$ cat src/rtl/posit_decode_pipe.sv
// rtl/posit_decode_pipe.sv - two-stage posit decoder: specials/negation, then regime/exponent/mantissa unpack
module posit_decode_pipe #(
   parameter int N  = 8,
   parameter int ES = 3,
   parameter int RS = $clog2(N),
   parameter int FW = N - ES - 3
) (
   input  logic                 clk,
   input  logic                 rst_n,
   input  logic                 in_valid,
   output logic                 in_ready,
   input  logic [N-1:0]         in_posit,
   output logic                 out_valid,
   input  logic                 out_ready,
   output logic                 out_sign,
   output logic                 out_zero,
   output logic                 out_nar,
   output logic signed [RS:0]   out_regime,
   output logic [ES-1:0]        out_exp,
   output logic [FW:0]          out_mant
);

   localparam logic [RS:0]  max_run = (RS+1)'(N-1);
   localparam logic [N-1:0] nar_word = {1'b1, {(N-1){1'b0}}};

   logic           s1_valid;
   logic           s1_sign;
   logic           s1_zero;
   logic           s1_nar;
   logic [N-2:0]   s1_rem;
   logic           s1_advance;
   logic [N-1:0]   neg_posit;

   assign s1_advance = s1_valid && (!out_valid || out_ready);
   assign in_ready   = !s1_valid || s1_advance;
   assign neg_posit  = ~in_posit + {{(N-1){1'b0}}, 1'b1};

   always_ff @(posedge clk or negedge rst_n) begin
      if (!rst_n) begin
         s1_valid <= 1'b0;
         s1_sign  <= 1'b0;
         s1_zero  <= 1'b0;
         s1_nar   <= 1'b0;
         s1_rem   <= '0;
      end else if (in_ready) begin
         s1_valid <= in_valid;
         if (in_valid) begin
            s1_sign <= in_posit[N-1];
            s1_zero <= (in_posit == '0);
            s1_nar  <= (in_posit == nar_word);
            s1_rem  <= in_posit[N-1] ? neg_posit[N-2:0] : in_posit[N-2:0];
         end
      end
   end

   // Regime run length: the leading-bit scan over the magnitude bits.
   logic              run_bit;
   logic              run_done;
   logic [RS:0]       run_len;
   logic [RS:0]       consumed;
   logic [N-2:0]      shifted;
   logic [RS:0]       k_val;
   logic [ES-1:0]     exp_val;
   logic [FW-1:0]     frac_val;

   always_comb begin
      run_bit  = s1_rem[N-2];
      run_done = 1'b0;
      run_len  = '0;
      for (int i = N-2; i >= 0; i--) begin
         if (!run_done && (s1_rem[i] == run_bit))
            run_len = run_len + 1'b1;
         else
            run_done = 1'b1;
      end
      // A run that reaches bit 0 has no terminating bit to skip.
      consumed = (run_len == max_run) ? run_len : run_len + 1'b1;
      shifted  = s1_rem << consumed;
      k_val    = run_bit ? (run_len - 1'b1) : (~run_len + 1'b1);
      exp_val  = shifted[N-2 -: ES];
      frac_val = shifted[N-2-ES -: FW];
   end

   always_ff @(posedge clk or negedge rst_n) begin
      if (!rst_n) begin
         out_valid  <= 1'b0;
         out_sign   <= 1'b0;
         out_zero   <= 1'b0;
         out_nar    <= 1'b0;
         out_regime <= '0;
         out_exp    <= '0;
         out_mant   <= '0;
      end else if (s1_advance) begin
         out_valid <= 1'b1;
         out_sign  <= s1_sign;
         out_zero  <= s1_zero;
         out_nar   <= s1_nar;
         if (s1_zero || s1_nar) begin
            out_regime <= '0;
            out_exp    <= '0;
            out_mant   <= '0;
         end else begin
            out_regime <= $signed(k_val);
            out_exp    <= exp_val;
            out_mant   <= {1'b1, frac_val};
         end
      end else if (out_ready) begin
         out_valid <= 1'b0;
      end
   end

endmodule

$ cat config.mk
export PLATFORM = sky130hd
export DESIGN_NAME = posit_decode_pipe
export DESIGN_NICKNAME = d
export VERILOG_FILES = /design/src/rtl/posit_decode_pipe.sv
export SDC_FILE = /design/constraint.sdc
export NUM_CORES = 1
export LEC_CHECK = 0
export ABC_AREA = 0
export BUFFER_PORTS_ARGS = -buffer_cell sky130_fd_sc_hd__buf_2
export CORE_MARGIN = 1
export CORE_UTILIZATION = 39
export CTS_BUF_LIST = sky130_fd_sc_hd__clkbuf_4
export DETAILED_ROUTE_END_ITERATION = 12
export GPL_TIMING_DRIVEN = 0
export HOLD_SLACK_MARGIN = 0.05
export PLACE_DENSITY_LB_ADDON = 0.05
export SYNTH_ARGS = -nofsm -noshare
export SYNTH_HDL_FRONTEND = slang
export SYNTH_SLANG_ARGS = --single-unit
export TNS_END_PERCENT = 30
$ cat constraint.sdc
create_clock -name clk -period 3.8 [get_ports clk]
set_input_delay 1.14 -clock clk [delete_from_list [all_inputs] [get_ports clk]]
set_output_delay 1.14 -clock clk [all_outputs]
set_load 0.03 [all_outputs]
Word level (Yosys, flattened, before mapping)
Cells that the tools add are included.
{"block": "op_classes", "add_sub_neg": 9, "multipliers": 0, "div": 0, "n_lt_le_gt_ge": 0, "n_eq_ne": 8, "n_shift": 1, "mux": 19, "bitwise_logic": 2, "n_reduce_logical": 18}
{"op": "$mux 4", "n": 8}
{"op": "$add 4x1->4 const B", "n": 7}
{"op": "$eq 8x8->1 const B", "n": 1}
{"op": "$logic_not 8->1", "n": 1}
{"op": "$add 7x1->7 const B", "n": 1}
{"op": "$mux 1", "n": 7}
{"op": "$mux 7", "n": 1}
{"op": "$not 7->7", "n": 1}
{"op": "$shl 7x4->7", "n": 1}
{"op": "$eq 1x1->1", "n": 6}
{"op": "$logic_and 1x1->1", "n": 6}
{"op": "$logic_not 1->1", "n": 6}
{"op": "$mux 3", "n": 2}
{"op": "$eq 4x3->1 const B", "n": 1}
{"op": "$not 4->4", "n": 1}
{"op": "$sub 4x1->4 const B", "n": 1}
{"op": "$logic_or 1x1->1", "n": 3}
{"op": "$mux 2", "n": 1}
{"op": "$reduce_and 2->1", "n": 1}
{"op": "$reduce_bool 2->1", "n": 1}
{"block": "word_totals", "register_bits": 25, "latchBits": 0, "ram_bits": 0, "mem_bits_ro": 0, "inputBits": 12, "output_inout_bits": 15, "word_cells": 69, "mem_count": 0}

Depth between registers and ports, before layout
{"block": "depth", "depth_word": 19, "mapped_depth": 11, "mapped_depth_nobuf": 10}

Worst setup path after synthesis
No wires, ideal clock.
{"block": "synth_path", "path_type": "flip-flop to flip-flop", "start": "register s1_rem[6]", "end": "register out_exp[1]", "setup_time_ns": 0.121, "arrival_ns": 2.779, "required_time_ns": 3.679, "path_slack_ns": 0.900, "stages_incl_launch_ff": 11, "n_path_buf": 1, "synth_period_minus_slack_ns": 2.900, "cell_sequence": "dfrtp_1 buf_6 or3_4 o22ai_4 a221oi_4 ha_1 o21ai_2 mux2i_1 mux4_2 or2_1 a22o_1"}
{"block": "synth_via", "elab_chain_cells": 19, "elab_cells_between_ends": 36, "classes_between": "add/sub: 6; eq/ne: 7; shift: 1; mux: 13; reduce/logical: 9"}
{"element": "from (decl)", "line_no": "30", "source": "logic [N-2:0] s1_rem;"}
{"element": "from (signal assigned)", "line_no": "51", "source": "s1_rem <= in_posit[N-1] ? neg_posit[N-2:0] : in_posit[N-2:0];"}
{"element": "parallel branches: the longest is 17 deep, another holds $add 4x1->4"}
{"element": "$shl 7x4->7 (*)", "line_no": "78", "source": "shifted = s1_rem << consumed;"}
{"element": "$mux 3 (*)", "line_no": "98", "source": "if (s1_zero || s1_nar) begin"}
{"element": "to (signal assigned)", "line_no": "104", "source": "out_exp <= exp_val;"}
{"element": "to (decl)", "line_no": "19", "source": "output logic [ES-1:0] out_exp,"}
Mark *: on every way between the ends.
A chain may end at the register's enable or synchronous reset.

Worst setup path after layout
Ends and elaborated chain as after synthesis.

==> impl_metrics.tcl <==
set metrics [dict create \
    multi_input_area_um2 828.3 \
    ff_latch_area_um2 625.6 \
    io-pin-count 27 \
    finalCriticalPeriod_ns 3.152 \
    grt_usage_pct 16.59 \
    dr.pass1.iters 4 \
    antenna_found_initial 0 \
    power.total_uw 1005 \
    finClkSkew_ns 0.009829 \
    path_class "register to register" \
    grt_max_degree 26 \
    seqPwrFrac_pct 36.3 \
    cts_tree "built" \
    synthTopCellsByCount "31 x nand2_1, 25 x dfrtp_1, 14 x o21ai_0" \
    yosysTopAreaCellShare_pct 41.19 \
    yosysSeqAreaShare_pct 41.19 \
    rows 22 \
    die_h_um 64.41 \
    drive_above_1_share_pct 24.87 \
    pwr-share-comb_pct 50.5 \
    clockRootBuffer "clkbuf_4" \
    dpl.hpwl_um 2320 \
    grt_pass1_vias 1205 \
    yosysWarningCount 0 \
    setup_viol_count_final 0 \
    worstPathMaxFanout 7 \
    cts_buffer_depth 2 \
    synth.most_common_cell "nand2_1" \
    grt_pass1_wl_um 5354 \
    synth_edf_count 0 \
    hold_violations 0 \
    start_kind "register" \
    synthesis.nets 175 \
    synth-async-reset-ratio_pct 100.0 \
    synth_cell_types 40 \
    cap_violations 0 \
    netlist_area_um2 1519 \
    fin_crit_sh_pct 82.95 \
    critPathArrivalTime_ns 3.39 \
    hold_path.class "register to register" \
    synth_top_area_cell "dfrtp_1" \
    cts_hold_buf 0 \
    via_per_inst 5.143 \
    ys_ff_latch 25 \
    drv_slew 0 \
    worst_pin_slew_ns 0.5801 \
    clock_power_share_pct 13.2 \
    synth.area.top_cells "dfrtp_1 41%, nand2_1 7.7%, mux2i_1 4.6%, o21ai_0 4.6%, mux2_2 3.7%" \
    vias 1219 \
    syn_inst 160 \
    cp_top_family "multiplexers" \
    crit_chain "buf_6, or3_4, o22ai_4, a221oi_4, ha_1, o21ai_2, mux2i_1, mux4_2, or2_1, a22o_1" \
    routedWlPerCell_um 12.76 \
    fin_nets 205 \
    crit_required_ns 4.04 \
    slew_headroom_pct 60.22 \
    htreeDepth 1 \
    endpoint_kind "register" \
    clkTransAtPathRegs_ns 0.15 \
    core_area_um2 3689 \
    clk_latency_ns 0.34 \
    synth_ff_type "dfrtp_1" \
    slowest_stage "mux2i_1" \
    ant_nets 0 \
    diodes 0 \
    syn_to_final_growth_pct 14.25 \
    outcome "finished, final reports clean" \
    total_leakage_power_uw 0.0008258 \
    start_util_pct 41.18 \
    portBuffers 25 \
    avgSynthCellArea_um2 9.493 \
    cts_setup_buffers 0 \
    fillers 382 \
    drc 0 \
    intPower_uw 568.5 \
    power_density_nw_per_um2 579.0 \
    peakVddDrop_mv 0.1480 \
    dieArea_um2 4149 \
    post_cts_resized 0 \
    crit_buf_inv 1 \
    maxClockFrequency_mhz 317.2 \
    power.switching_uw 436.3 \
    rsz0062_at_grt "false" \
    switching_share_pct 43.42 \
    routabilityCongestion 0.8359 \
    slowest_delay_ns 0.57 \
    setup_tns_ns 0 \
    numCtsBuffers 3 \
    fp.dieW_um 64.41 \
    overflow 0 \
    cts_sinks 25 \
    first_iter_violations 34 \
    drt-total-wl_um 3023 \
]
[final cells by class]
class / count / share of cell area [%]
Multi-Input combinational cell: 121 / 47.73
Sequential cell: 25 / 36.05
Timing Repair Buffer: 25 / 7.210
Tap cell: 48 / 3.461
Buffer: 8 / 2.451
Clock buffer: 3 / 1.298
Inverter: 6 / 1.298
Clock inverter: 1 / 0.5047
[cells by family after synthesis]
family | share of synthesized area [%]
multiplexers | 9.802
adder cells (fa/ha/maj) | 2.471
flip-flops | 41.19
XOR/XNOR | 7.002
AND/OR/NAND/NOR | 19.03
buffers and inverters | 4.283
AO/OA/AOI/OAI | 16.23
[registers in the layout, summed over array words and instances, names as in the netlist]
name / flops
s1_nar: 1
out_nar: 1
out_mant: 3
out_exp: 3
out_valid: 1
s1_valid: 1
out_regime: 4
out_sign: 1
s1_sign: 1
out_zero: 1
s1_rem: 7
s1_zero: 1
[metrics by stage]
stage          hold WS, ns  utilization [%]  cells  instance area [um2]  setup slack [ns]
2_1_floorplan       0.4425                -    160                 1519            0.8999
3_3_place_gp        0.4563            46.20    233                 1704            0.7010
3_5_place_dp        0.4650            46.20    233                 1704            0.6663
4_1_cts             0.4987            47.05    237                 1735            0.6401
5_1_grt             0.5261            47.05    237                 1735            0.4593
6_report            0.4900            47.05    237                 1735            0.6479
[power by group through the flow]
stage | Combinational [uW] | Clock (uW) | Sequential [uW]
floorplan | 305 | 0 | 457
global placement | 505 | 0 | 368
detailed placement | 511 | 0 | 371
CTS | 512 | 140 | 364
global route | 561 | 150 | 372
finish | 508 | 133 | 364
[path summary, 6_finish.rpt]
kind	startpoint	to	slack [ns]	cells past startpoint
max	s1_rem[6]	out_exp[1]	0.65	10
min	out_regime[1]	out_regime[1]	0.49	2
max reg2reg	s1_rem[6]	out_exp[1]	0.65	10
min reg2reg	out_regime[1]	out_regime[1]	0.49	2
max in group asynchronous	rst_n	s1_rem[4]	2.66	1
min in group asynchronous	rst_n	out_mant[1]	0.76	1
[layout by cell type (no fill, tap or decap), drive strengths merged, types with 2 or more instances in the layout]
cell type / count
a21oi: 5
xnor2: 4
or2: 2
clkbuf: 6
mux2: 5
a221oi: 2
buf: 30
nand3: 4
a22o: 3
mux2i: 7
o22ai: 2
o21ai: 15
or3: 5
nor2: 9
nand2: 31
nand2b: 4
o31ai: 2
xor2: 6
inv: 7
dfrtp: 25
ha: 3
[worst register-to-register path, cell delays in order, from the launching register on]
cell      delay [ns]
dfrtp_1         0.40
buf_6           0.13
or3_4           0.40
o22ai_4         0.20
a221oi_4        0.15
ha_1            0.26
o21ai_2         0.17
mux2i_1         0.58
mux4_2          0.39
or2_1           0.22
a22o_1          0.17
[layer usage]
| metal | vias up | GRT usage (%) | part of all wire (%) |
|---|---|---|---|
| li1 | 614 | - | - |
| met1 | 572 | 20.60 | 45 |
| met2 | 26 | 28.68 | 50 |
| met3 | 7 | 2.113 | 3.2 |
| met4 | 0 | 7.222 | 1.9 |
| met5 | - | 0 | 0 |
(Power assumes the default switching activity.)
